**src/rtl/fb_arbiter_if.sv**
```systemverilog
// Framebuffer arbiter bus: display fetch, CPU access,
// clear control and the single shared RAM port.
interface fb_arbiter_if #(
  parameter int ADDR_W = 9,
  parameter int DATA_W = 16
);

  logic              hires;

  logic              disp_req;
  logic [ADDR_W-1:0] disp_addr;
  logic [DATA_W-1:0] disp_data;
  logic              disp_valid;

  logic              cpu_req;
  logic              cpu_we;
  logic [ADDR_W-1:0] cpu_addr;
  logic [DATA_W-1:0] cpu_wdata;
  logic              cpu_ack;
  logic [DATA_W-1:0] cpu_rdata;

  logic              clr_start;
  logic              clr_busy;

  logic [ADDR_W-1:0] ram_addr;
  logic              ram_we;
  logic [DATA_W-1:0] ram_wdata;
  logic [DATA_W-1:0] ram_rdata;

  modport slave (
    input  hires,
    input  disp_req,
    input  disp_addr,
    output disp_data,
    output disp_valid,
    input  cpu_req,
    input  cpu_we,
    input  cpu_addr,
    input  cpu_wdata,
    output cpu_ack,
    output cpu_rdata,
    input  clr_start,
    output clr_busy,
    output ram_addr,
    output ram_we,
    output ram_wdata,
    input  ram_rdata
  );

  modport master (
    output hires,
    output disp_req,
    output disp_addr,
    input  disp_data,
    input  disp_valid,
    output cpu_req,
    output cpu_we,
    output cpu_addr,
    output cpu_wdata,
    input  cpu_ack,
    input  cpu_rdata,
    output clr_start,
    input  clr_busy,
    input  ram_addr,
    input  ram_we,
    input  ram_wdata,
    output ram_rdata
  );

endinterface

```
**src/rtl/fb_arbiter.sv**
```systemverilog
// Single-port framebuffer arbiter: display > clear > CPU,
// with a hardware field-clear engine.
module fb_arbiter #(
  parameter int ADDR_W = 9,
  parameter int DATA_W = 16
) (
  input  logic          clk,
  input  logic          reset_n,
  fb_arbiter_if.slave   bus
);

  typedef enum logic [1:0] {
    IDLE,
    CPU_WAIT,
    CLEAR
  } state_t;

  localparam logic [ADDR_W-1:0] LAST_HI = '1;
  localparam logic [ADDR_W-1:0] LAST_LO = LAST_HI >> 2;

  state_t            r_state;
  state_t            w_state_nxt;
  logic [ADDR_W-1:0] r_cnt;
  logic [ADDR_W-1:0] w_cnt_nxt;
  logic              r_hires;
  logic              w_hires_nxt;
  logic              r_disp_pend;

  logic              w_gnt_disp;
  logic              w_gnt_clr;
  logic              w_gnt_cpu;
  logic              w_clr_last;

  logic [ADDR_W-1:0] w_ram_addr;
  logic              w_ram_we;
  logic [DATA_W-1:0] w_ram_wdata;

  // Grants are masked by reset so the port goes quiet at once.
  assign w_gnt_disp = reset_n & bus.disp_req;

  assign w_gnt_clr  = reset_n
                    & (r_state == CLEAR)
                    & ~bus.disp_req;

  assign w_gnt_cpu  = reset_n
                    & (r_state == IDLE)
                    & ~bus.clr_start
                    & bus.cpu_req
                    & ~bus.disp_req;

  assign w_clr_last = (r_cnt == (r_hires ? LAST_HI : LAST_LO));

  always_comb begin
    w_state_nxt = r_state;
    w_cnt_nxt   = r_cnt;
    w_hires_nxt = r_hires;
    case (r_state)
      IDLE: begin
        if (bus.clr_start) begin
          w_state_nxt = CLEAR;
          w_cnt_nxt   = '0;
          w_hires_nxt = bus.hires;
        end else if (w_gnt_cpu) begin
          w_state_nxt = CPU_WAIT;
        end
      end
      CPU_WAIT: begin
        w_state_nxt = IDLE;
      end
      CLEAR: begin
        if (w_gnt_clr) begin
          if (w_clr_last) begin
            w_state_nxt = IDLE;
          end else begin
            w_cnt_nxt = r_cnt + 1'b1;
          end
        end
      end
      default: begin
        w_state_nxt = IDLE;
      end
    endcase
  end

  always_comb begin
    w_ram_addr  = '0;
    w_ram_we    = 1'b0;
    w_ram_wdata = '0;
    unique case (1'b1)
      w_gnt_disp: begin
        w_ram_addr = bus.disp_addr;
      end
      w_gnt_clr: begin
        w_ram_addr = r_cnt;
        w_ram_we   = 1'b1;
      end
      w_gnt_cpu: begin
        w_ram_addr  = bus.cpu_addr;
        w_ram_we    = bus.cpu_we;
        w_ram_wdata = bus.cpu_wdata;
      end
      default: begin
        w_ram_addr = '0;
      end
    endcase
  end

  always_ff @(posedge clk or negedge reset_n) begin
    if (!reset_n) begin
      r_state     <= IDLE;
      r_cnt       <= '0;
      r_hires     <= 1'b0;
      r_disp_pend <= 1'b0;
    end else begin
      r_state     <= w_state_nxt;
      r_cnt       <= w_cnt_nxt;
      r_hires     <= w_hires_nxt;
      r_disp_pend <= w_gnt_disp;
    end
  end

  assign bus.ram_addr   = w_ram_addr;
  assign bus.ram_we     = w_ram_we;
  assign bus.ram_wdata  = w_ram_wdata;

  assign bus.disp_valid = r_disp_pend;
  assign bus.disp_data  = r_disp_pend
                        ? bus.ram_rdata
                        : '0;

  assign bus.cpu_ack    = (r_state == CPU_WAIT);
  assign bus.cpu_rdata  = (r_state == CPU_WAIT)
                        ? bus.ram_rdata
                        : '0;

  assign bus.clr_busy   = (r_state == CLEAR);

endmodule

```
**src/flat_wrapper.sv**
```systemverilog
// flat-port wrapper written by rule: the top's interface ports become plain ports
module fb_arbiter_flat 
#(
  parameter int ADDR_W = 9,
  parameter int DATA_W = 16
)
  (clk, reset_n, bus_hires, bus_disp_req, bus_disp_addr, bus_disp_data, bus_disp_valid, bus_cpu_req, bus_cpu_we, bus_cpu_addr, bus_cpu_wdata, bus_cpu_ack, bus_cpu_rdata, bus_clr_start, bus_clr_busy, bus_ram_addr, bus_ram_we, bus_ram_wdata, bus_ram_rdata);
  fb_arbiter_if #(.ADDR_W(ADDR_W), .DATA_W(DATA_W)) bus_i ();
  input  logic clk;
  input  logic reset_n;
  input wire logic [$bits(bus_i.hires)-1:0] bus_hires;
  input wire logic [$bits(bus_i.disp_req)-1:0] bus_disp_req;
  input wire logic [$bits(bus_i.disp_addr)-1:0] bus_disp_addr;
  output wire logic [$bits(bus_i.disp_data)-1:0] bus_disp_data;
  output wire logic [$bits(bus_i.disp_valid)-1:0] bus_disp_valid;
  input wire logic [$bits(bus_i.cpu_req)-1:0] bus_cpu_req;
  input wire logic [$bits(bus_i.cpu_we)-1:0] bus_cpu_we;
  input wire logic [$bits(bus_i.cpu_addr)-1:0] bus_cpu_addr;
  input wire logic [$bits(bus_i.cpu_wdata)-1:0] bus_cpu_wdata;
  output wire logic [$bits(bus_i.cpu_ack)-1:0] bus_cpu_ack;
  output wire logic [$bits(bus_i.cpu_rdata)-1:0] bus_cpu_rdata;
  input wire logic [$bits(bus_i.clr_start)-1:0] bus_clr_start;
  output wire logic [$bits(bus_i.clr_busy)-1:0] bus_clr_busy;
  output wire logic [$bits(bus_i.ram_addr)-1:0] bus_ram_addr;
  output wire logic [$bits(bus_i.ram_we)-1:0] bus_ram_we;
  output wire logic [$bits(bus_i.ram_wdata)-1:0] bus_ram_wdata;
  input wire logic [$bits(bus_i.ram_rdata)-1:0] bus_ram_rdata;
  assign bus_i.hires = bus_hires;
  assign bus_i.disp_req = bus_disp_req;
  assign bus_i.disp_addr = bus_disp_addr;
  assign bus_disp_data = bus_i.disp_data;
  assign bus_disp_valid = bus_i.disp_valid;
  assign bus_i.cpu_req = bus_cpu_req;
  assign bus_i.cpu_we = bus_cpu_we;
  assign bus_i.cpu_addr = bus_cpu_addr;
  assign bus_i.cpu_wdata = bus_cpu_wdata;
  assign bus_cpu_ack = bus_i.cpu_ack;
  assign bus_cpu_rdata = bus_i.cpu_rdata;
  assign bus_i.clr_start = bus_clr_start;
  assign bus_clr_busy = bus_i.clr_busy;
  assign bus_ram_addr = bus_i.ram_addr;
  assign bus_ram_we = bus_i.ram_we;
  assign bus_ram_wdata = bus_i.ram_wdata;
  assign bus_i.ram_rdata = bus_ram_rdata;
  fb_arbiter #(.ADDR_W(ADDR_W), .DATA_W(DATA_W)) u_core (.clk(clk), .reset_n(reset_n), .bus(bus_i));
endmodule
```
**config.mk**
```make
export PLATFORM = sky130hd
export DESIGN_NAME = fb_arbiter_flat
export DESIGN_NICKNAME = d
export VERILOG_FILES = /design/src/rtl/fb_arbiter_if.sv /design/src/rtl/fb_arbiter.sv /design/src/flat_wrapper.sv
export SDC_FILE = /design/constraint.sdc
export NUM_CORES = 1
export LEC_CHECK = 0
export CAP_MARGIN = 20
export CORE_MARGIN = 2
export CORE_UTILIZATION = 32
export CTS_BUF_LIST = sky130_fd_sc_hd__clkbuf_8 sky130_fd_sc_hd__clkbuf_16
export DETAILED_ROUTE_END_ITERATION = 12
export HOLD_SLACK_MARGIN = 0.06
export PLACE_DENSITY_LB_ADDON = 0.3
export SLEW_MARGIN = 20
export SYNTH_ARGS = -nofsm -noshare
export SYNTH_HDL_FRONTEND = slang
export SYNTH_SLANG_ARGS = --single-unit
```
**constraint.sdc**
```tcl
create_clock -name clk -period 3.2 [get_ports clk]
set_input_delay 0.64 -clock clk [delete_from_list [all_inputs] [get_ports clk]]
set_output_delay 0.64 -clock clk [all_outputs]
set_load 0.01 [all_outputs]
```
==> metrics.yaml <==
nNetsFinal: 333
hold_class: "flip-flop to flip-flop"
track_usage_pct: 20.7
rrSetupSlack_ps: 1030
max_freq_mhz: 324
synth.avg_cell_area_sq_um: 8.03
path_clk_slew_ps: 50
critPathLaunchType: "primary input"
final_cell_mix: "clkdlybuf4s50_1, and2_1, inv_1, dfrtp_1, buf_4"
ant_nets: 0
synthesis.nets: 208
fin_crit_ps: 3080
hpwl_um: 3650
syn_inst: 150
max_slew_margin_pct: 58.2
synth_edf_count: 0
grt_setup_unrepaired: "false"
antenna_found_initial: 0
worstSkewPairLatency_ps: 240
n_fill_cell: 308
die_w_um: 65.4
setup_tns_ps: 0
routedWlPerCell_um: 13.8
async_flop_share_pct: 100
ir_worst_vdd_v: 0.000329
die_h_um: 65.4
grt_pass1_wl_um: 7010
ys_seq_area_share_pct: 27.0
route.detailed.drc: 0
htree_num_levels: 1
period_share_pct: 96.4
tightest_slew_ps: 628
grt_pass1_vias: 1395
start_util_pct: 33.2
place_congestion: 0.784
ys_ff_latch: 13
cts_tree: "done"
port_buffers: 117
yosys_most_used_dff: "dfrtp_1"
diodes: 0
overflow: 0
crit_required_ps: 2560
run_status: "completed"
area_growth_pct: 113
p_leak_nw: 1.17
grt_max_degree: 19
syn_area_sq_um: 1200
drt_iter0_drc: 95
cts_buffer_depth: 2
cts_sinks: 13
cts_hold_buf: 0
fin_skew_ps: 1.90
ioPinCount: 118
finalHoldViolations: 0
drv_cap: 0
fp.dieArea_sq_um: 4270
coreArea_sq_um: 3630
slew_violations: 0
cellPowerDensity_nw_per_um2: 232
yosys_warnings: 0
cts_root_buf: "clkbuf_8"
layout_commonest_cell: "clkdlybuf4s50_1"
viasPerCell: 4.98
critPathArrivalTime_ps: 2440
setup_violations: 0
core.rowCount: 22
finalWirelength_um: 4440
crit_path_end_kind: "output port"
cp_max_fo: 18
drt-pass1-iter-count: 4
dr_total_vias: 1603
crit_type: "primary input to output port"
cts_buffers: 3
place_area_sq_um: 2490
drive_above_1_share_pct: 6.93
yosys.cell_types.count: 32
design_area_sq_um: 2570
==> synth_stat cells (2+ instances only) <==
master	number	share of area, %
nor2_1	3	0.93
nand3_1	5	2.1
a222oi_1	9	7.5
o21ai_0	5	2.1
dfrtp_1	13	27
a22o_1	2	1.5
nor2b_1	3	1.6
o211ai_1	3	1.9
inv_1	13	4.1
and4b_1	2	1.7
or3_1	2	1.0
nor3_1	4	1.7
and3_1	2	1.0
clkbuf_1	8	2.5
and2_1	50	26
nand2_1	7	2.2
a211o_1	4	2.9
==> cell families after synthesis <==
group | share of synthesized area (%)
AOI/OAI and AO/OA | 22.1
xor gates and xnor gates | 0.727
adders and majority gates | 1.04
buffers and inverters | 6.54
DFF | 27.0
and+or+nand+nor | 42.6
==> timing repair <==
action                                  4_1_cts  5_1_grt
endpoints found under the hold margin         0        0
resized for setup                             0        7
buffers inserted                              0        2
endpoints found under the setup margin        0        7
==> power by group <==
part	switching, mW	leakage, nW	total [mW]	internal, mW
Combinational	0.0830	0.988	0.224	0.141
Sequential	0.0375	0.159	0.225	0.187
Clock	0.0613	0.0269	0.146	0.0849
==> metal layers <==
metal	vias up	part of all wire [%]	track usage, %	wire length, um
met5	-	0	0	0
met2	76	49	34.4	2160
met1	731	42	27.1	1860
met4	0	1.3	4.43	59
li1	790	-	-	-
met3	6	8.0	5.31	356
==> worst paths after layout <==
| kind | startpoint | to | cells past startpoint |
|---|---|---|---|
| worst max-delay path | reset_n | bus_ram_addr[1] | 7 |
| worst min-delay path | u_core.r_hires$_DFFE_PN0P_ | u_core.r_hires$_DFFE_PN0P_ | 2 |
| worst max register to register | u_core.r_cnt[7]$_DFFE_PN0P_ | u_core.r_cnt[7]$_DFFE_PN0P_ | 4 |
| worst min register to register | u_core.r_hires$_DFFE_PN0P_ | u_core.r_hires$_DFFE_PN0P_ | 2 |
| max in group asynchronous | reset_n | u_core.r_cnt[8]$_DFFE_PN0P_ | 3 |
| min in group asynchronous | reset_n | u_core.r_cnt[1]$_DFFE_PN0P_ | 2 |
==> cell type report <==
type                    count  area (sq um)  area share, %
repair buffers            128          1280           49.9
multi-input cells         116           808           31.5
flip-flops and latches     13           325           12.7
well taps                  48          60.1           2.34
inverters                  13          48.8           1.90
clock buffers               3          41.3           1.61
clock inverters             1          3.75          0.146
==> through the flow <==
stage	cells	power, mW	worst slack, ps	util [%]	hold WS, ps
6_report	322	0.595	116	70.7	557
5_1_grt	322	0.631	6.08	70.7	612
4_1_cts	320	0.596	30.5	69.8	562
3_5_place_dp	316	0.449	30.8	68.6	550
3_3_place_gp	316	0.445	61.6	68.6	528
2_1_floorplan	150	0.311	896	-	344
==> critical path: stages <==
cell             delay [ps]
clkdlybuf4s50_1         440
nor2b_1                 160
and4b_1                 230
buf_12                  160
a222oi_1                260
inv_1                    70
clkdlybuf4s50_1         490
==> state kept, by name, summed over array words and instances (netlist names) <==
name and cells:
u_core.bus.disp_valid 1, u_core.r_cnt 9, u_core.r_hires 1, u_core.r_state 2
(Power assumes the default switching activity.)
